$ cat src/rtl/hazard_pkg.sv
// rtl/hazard_pkg.sv - shared types and constants for the hazard/stall controller
package hazard_pkg;

   typedef enum logic [1:0] {
      RUN      = 2'd0,
      LU_STALL = 2'd1,
      MEM_WAIT = 2'd2
   } hazard_state_e;

   localparam int LOAD_LAT_MAX = 7;
   localparam int BUB_CNT_W    = 3;

   // Extra bubbles still owed after the first one; out-of-range latencies are clamped to 1..7
   function automatic logic [BUB_CNT_W-1:0] lat_reload(input int lat);
      int clamped;
      clamped = (lat < 1) ? 1 : ((lat > LOAD_LAT_MAX) ? LOAD_LAT_MAX : lat);
      return BUB_CNT_W'(clamped - 1);
   endfunction

endpackage

$ cat src/rtl/hazard_dep_check.sv
// rtl/hazard_dep_check.sv - load-use dependency compare between EX destination and ID sources
module hazard_dep_check
   import hazard_pkg::*;
#(
   parameter int REG_ADDR_W = 5
) (
   input  logic [REG_ADDR_W-1:0] rs1_id,
   input  logic [REG_ADDR_W-1:0] rs2_id,
   input  logic                  rs1_used_id,
   input  logic                  rs2_used_id,
   input  logic [REG_ADDR_W-1:0] rd_ex,
   input  logic                  mem_read_ex,
   output logic                  lu
);

   // x0 is never a real producer, and unused source fields hold don't-care encodings
   always_comb begin
      lu = mem_read_ex && (rd_ex != '0) &&
           ((rs1_used_id && (rs1_id == rd_ex)) ||
            (rs2_used_id && (rs2_id == rd_ex)));
   end

endmodule

$ cat src/rtl/hazard_stall_ctrl.sv
// rtl/hazard_stall_ctrl.sv - pipeline hazard/stall controller; HAZARD_STALL_CNT_EN enables stall_cycles counter
module hazard_stall_ctrl
   import hazard_pkg::*;
#(
   parameter int REG_ADDR_W = 5,
   parameter int LOAD_LAT   = 1,
   parameter int CNT_W      = 32
) (
   input  logic                  clk,
   input  logic                  rst,
   input  logic [REG_ADDR_W-1:0] rs1_id,
   input  logic [REG_ADDR_W-1:0] rs2_id,
   input  logic                  rs1_used_id,
   input  logic                  rs2_used_id,
   input  logic [REG_ADDR_W-1:0] rd_ex,
   input  logic                  mem_read_ex,
   input  logic                  dmem_req_mem,
   input  logic                  dmem_ready,
   input  logic                  branch_taken_ex,
   output logic                  pc_w,
   output logic                  pipeline_if_id_en,
   output logic                  pipeline_id_ex_en,
   output logic                  pipeline_ex_mem_en,
   output logic                  hazard_mux_sel,
   output logic                  flush_if_id,
   output logic [CNT_W-1:0]      stall_cycles
);

   localparam logic [BUB_CNT_W-1:0] LAT_RELOAD = lat_reload(LOAD_LAT);

   hazard_state_e         state_q, state_d, eff_state;
   logic [BUB_CNT_W-1:0]  bub_cnt_q, bub_cnt_d;
   logic                  lu;
   logic                  freeze;

   hazard_dep_check #(
      .REG_ADDR_W (REG_ADDR_W)
   ) u_dep_check (
      .rs1_id      (rs1_id),
      .rs2_id      (rs2_id),
      .rs1_used_id (rs1_used_id),
      .rs2_used_id (rs2_used_id),
      .rd_ex       (rd_ex),
      .mem_read_ex (mem_read_ex),
      .lu          (lu)
   );

   assign freeze = dmem_req_mem && !dmem_ready;

   // Next-state and output decode; a MEM_WAIT exit cycle behaves as the state it resolves to
   always_comb begin
      state_d            = state_q;
      bub_cnt_d          = bub_cnt_q;
      pc_w               = 1'b1;
      pipeline_if_id_en  = 1'b1;
      pipeline_id_ex_en  = 1'b1;
      pipeline_ex_mem_en = 1'b1;
      hazard_mux_sel     = 1'b0;
      flush_if_id        = 1'b0;
      eff_state          = state_q;
      if (state_q == MEM_WAIT) begin
         eff_state = (bub_cnt_q != '0) ? LU_STALL : RUN;
      end

      if (freeze) begin
         pc_w               = 1'b0;
         pipeline_if_id_en  = 1'b0;
         pipeline_id_ex_en  = 1'b0;
         pipeline_ex_mem_en = 1'b0;
         state_d            = MEM_WAIT;
      end else begin
         case (eff_state)
            LU_STALL: begin
               pc_w              = 1'b0;
               pipeline_if_id_en = 1'b0;
               hazard_mux_sel    = 1'b1;
               if (bub_cnt_q <= BUB_CNT_W'(1)) begin
                  bub_cnt_d = '0;
                  state_d   = RUN;
               end else begin
                  bub_cnt_d = bub_cnt_q - BUB_CNT_W'(1);
                  state_d   = LU_STALL;
               end
            end
            default: begin
               state_d = RUN;
               if (branch_taken_ex) begin
                  hazard_mux_sel = 1'b1;
                  flush_if_id    = 1'b1;
               end else if (lu) begin
                  pc_w              = 1'b0;
                  pipeline_if_id_en = 1'b0;
                  hazard_mux_sel    = 1'b1;
                  if (LOAD_LAT > 1) begin
                     bub_cnt_d = LAT_RELOAD;
                     state_d   = LU_STALL;
                  end
               end
            end
         endcase
      end
   end

   // State and bubble counter registers
   always_ff @(posedge clk) begin
      if (rst) begin
         state_q   <= RUN;
         bub_cnt_q <= '0;
      end else begin
         state_q   <= state_d;
         bub_cnt_q <= bub_cnt_d;
      end
   end

`ifdef HAZARD_STALL_CNT_EN
   logic [CNT_W-1:0] stall_cnt_q, stall_cnt_d;

   // Saturating count of cycles where the PC is held
   always_comb begin
      stall_cnt_d = stall_cnt_q;
      if (!pc_w && (stall_cnt_q != '1)) begin
         stall_cnt_d = stall_cnt_q + CNT_W'(1);
      end
   end

   // Stall counter register
   always_ff @(posedge clk) begin
      if (rst) begin
         stall_cnt_q <= '0;
      end else begin
         stall_cnt_q <= stall_cnt_d;
      end
   end

   assign stall_cycles = stall_cnt_q;
`else
   assign stall_cycles = '0;
`endif

endmodule

$ cat config.mk
export PLATFORM = sky130hd
export DESIGN_NAME = hazard_stall_ctrl
export DESIGN_NICKNAME = d
export VERILOG_FILES = /design/src/rtl/hazard_pkg.sv /design/src/rtl/hazard_dep_check.sv /design/src/rtl/hazard_stall_ctrl.sv
export SDC_FILE = /design/constraint.sdc
export NUM_CORES = 1
export LEC_CHECK = 0
export ABC_AREA = 1
export CAP_MARGIN = 20
export CORE_ASPECT_RATIO = 1.5
export CORE_MARGIN = 2
export CORE_UTILIZATION = 36
export CTS_BUF_LIST = sky130_fd_sc_hd__clkbuf_16
export DETAILED_ROUTE_END_ITERATION = 8
export PLACE_DENSITY = 0.85
export REMOVE_ABC_BUFFERS = 1
export SYNTH_ARGS = -nofsm -noshare
export SYNTH_HDL_FRONTEND = slang
export SYNTH_SLANG_ARGS = --single-unit
$ cat constraint.sdc
create_clock -name clk -period 2.02 [get_ports clk]
set_input_delay 0.404 -clock clk [delete_from_list [all_inputs] [get_ports clk]]
set_output_delay 0.404 -clock clk [all_outputs]
set_load 0.02 [all_outputs]
==> results.py <==
metrics = {
    "status": {
        "outcome": "complete, no violations",
    },
    "grt": {
        "antenna_found_initial": 0,
        "grt_max_degree": 5,
        "grt_pass1_vias": 699,
        "grt_pass1_wl_um": 2594,
        "overflow": 0,
        "grtUsageTotal": 0.1364,
    },
    "run": {
        "maxCapViolCount": 0,
    },
    "cells_and_area": {
        "fin_cells": 195,
        "final_cell_mix": "35 x nand2_1, 32 x conb_1, 18 x inv_1",
        "multi_input_area_um2": 495.5,
        "area.sequential_um2": 100.1,
        "area_growth_syn_to_layout_pct": 40.25,
        "final_common_cell": "nand2_1",
        "post-route-cell-area_um2": 1125,
        "drive_above_1_share": 0.1908,
        "fin_nets": 200,
        "fillers": 227,
        "diodes": 0,
    },
    "floorplan": {
        "initial_core_util": 0.3861,
        "die_y_um": 61.81,
        "dieArea_um2": 2629,
        "die_w_um": 42.54,
        "rows": 20,
        "core_area_um2": 2077,
        "ios": 61,
    },
    "synth": {
        "syn_area_per_cell_um2": 5.770,
        "yosys_warnings": 0,
        "ys_seq_area_frac": 0.1248,
        "syn_area_um2": 802.0,
        "ys_ff_latch": 5,
        "synthCells": 139,
        "ys_types": 20,
    },
    "clock_tree": {
        "cts_root_buffer": "clkbuf_16",
        "clkLatencyLatePin_ns": 0.23,
        "cts_max_level": 1,
        "cts.clk_slew.worst_paths_ns": 0.03,
        "cts_hold_buf": 0,
        "cts_sinks": 5,
        "cts-buffers-inserted": 3,
        "cts_tree": "done",
        "clockBufferDepth": 2,
    },
    "setup_path": {
        "r2r-start": "bub_cnt_q[0]",
        "reg2reg_to": "bub_cnt_q[0]",
        "cpPeakStageDelay_ns": 0.45,
        "reg2reg_depth": 9,
        "cp.arrival_ns": 1.55,
        "cpMostUsedCell": "nand2_2",
        "cp-end-kind": "output port",
        "cp_slowest_cell": "clkdlybuf4s50_1",
        "cp_max_fo": 2,
        "ff2ff_setup_slack_ns": 0.67,
        "critical_path_class": "in2out",
        "critical_path_required_ns": 1.62,
        "crit_chain": "clkdlybuf4s50_1 > nand2_1 > nor2_2 > nand3_2 > nand2_2 > nand2_2 > a21oi_2 > buf_4",
        "critPathLaunchType": "input port",
    },
    "timing": {
        "hold_violations": 0,
        "finalSetupViolCount": 0,
        "final_max_slew_viol_count": 0,
        "period_needed_ns": 1.951,
        "finalCritPeriodShare": 0.9658,
        "clock_skew_ns": 0.0008931,
        "max_clock_freq_mhz": 512.6,
    },
    "routing": {
        "vias_per_cell": 4.169,
        "drt_wl_total_um": 1717,
        "drcViolationCount": 0,
        "drtIter0Drc": 6,
        "dr.pass1.iters": 4,
        "wl_met3_um": 165,
        "highest_layer": "met4",
        "dr_wl_met2_um": 911,
        "ant_nets": 0,
        "drt-met1-wl_um": 592,
        "routedWlPerCell_um": 8.805,
        "vias": 813,
    },
    "placed_design": {
        "detailed_place_hpwl_um": 1407,
        "placed_cells": 191,
        "gp_congestion": 0.8272,
        "port_buffers": 28,
        "dpl_cell_area_um2": 1008,
    },
    "min_path": {
        "holdCritPathClass": "reg2reg",
        "whs_path_depth": 3,
        "hp-start": "bub_cnt_q[2]",
        "min_to": "bub_cnt_q[2]",
    },
    "power": {
        "powerDensity_nw_per_um2": 530.6,
        "ir_worst_vdd_v": 0.0003394,
        "total_leakage_power_nw": 0.7287,
    },
}
[metal layers]
metal	vias up	global-route usage
li1	409	-
met1	348	0.1130
met2	50	0.2747
met3	6	0.03179
met4	0	0.1071
met5	-	0
[where the power goes]
part / switching [mW] / internal (mW) / leakage (nW)
Clock: 0.0706 / 0.257 / 0.0423
Sequential: 0.000524 / 0.100 / 0.0404
Combinational: 0.110 / 0.0586 / 0.646
[registers in the layout (all words and copies together), names as in the netlist]
name / count
bub_cnt_q: 3
state_q: 2
[area by class of cell]
class / instances / share of cell area
timing repair buffer: 33 / 0.2925
tap: 22 / 0.02447
sequential: 5 / 0.08899
clock inverter: 1 / 0.003337
inverter: 25 / 0.08343
clock buffer: 3 / 0.06674
multi-input combinational: 106 / 0.4405
[per-stage QoR]
step	util	setup WS [ns]	hold slack [ns]	TNS, ns	total power [mW]
after CTS	0.5181	-0.02709	0.5502	-0.02709	0.6009
after floorplan	-	0.3620	0.4764	0	0.2004
final	0.5416	0.06901	0.5502	0	0.5969
after global placement	0.4855	-0.5445	0.5399	-1.763	0.2707
after detailed placement	0.4855	-0.5439	0.5409	-1.829	0.2718
after global routing	0.5416	-0.007912	0.5940	-0.007912	0.6243
[kinds of logic after synthesis]
logic type	Yosys count	share of synthesized area
simple gates	64	0.3401
fa+ha+maj	3	0.04681
buf+inv	59	0.4353
compound gates	7	0.04835
other cells	1	0.004676
flops	5	0.1248
[critical path, delay by kind of cell]
kind / cells / cell delay (ns)
buffers and inverters: 2 / 0.59
AND/OR/NAND/NOR: 5 / 0.42
AO/OA/AOI/OAI: 1 / 0.13
[worst max-delay path by stage]
| stage | start | to | slack [ns] | depth (start not counted) |
|---|---|---|---|---|
| 6_report | rs2_used_id | hazard_mux_sel | 0.07 | 8 |
| 3_5_place_dp | rd_ex[4] | hazard_mux_sel | -0.54 | 10 |
| 5_1_grt | rs2_used_id | hazard_mux_sel | -0.008 | 8 |
| 2_1_floorplan | bub_cnt_q[0] | flush_if_id | 0.36 | 6 |
| 4_1_cts | rs2_id[0] | hazard_mux_sel | -0.03 | 10 |
| 3_3_place_gp | rd_ex[4] | hazard_mux_sel | -0.54 | 10 |
[synthesized netlist by cell type]
cell type	n	share of area
nor3_1	1	0.0062
inv_2	7	0.033
nand2_1	37	0.17
nand4_1	1	0.0078
dfxtp_1	5	0.12
a21oi_2	1	0.011
conb_1	1	0.0047
nand2_2	1	0.0078
o21ai_0	1	0.0062
a21oi_1	3	0.019
buf_4	34	0.32
nor2_4	1	0.014
ha_1	3	0.047
nand3_1	3	0.019
nor2_2	2	0.016
nor2_1	16	0.075
nand3_2	1	0.012
nand3b_1	1	0.0094
o21ai_1	2	0.012
inv_1	18	0.084
[timing repair]
item,4_1_cts,5_1_grt
setup endpoints to repair,6,3
pin swaps,3,11
resized for setup,27,17
buffers inserted,0,0
Power figures use the tool's default switching activity.
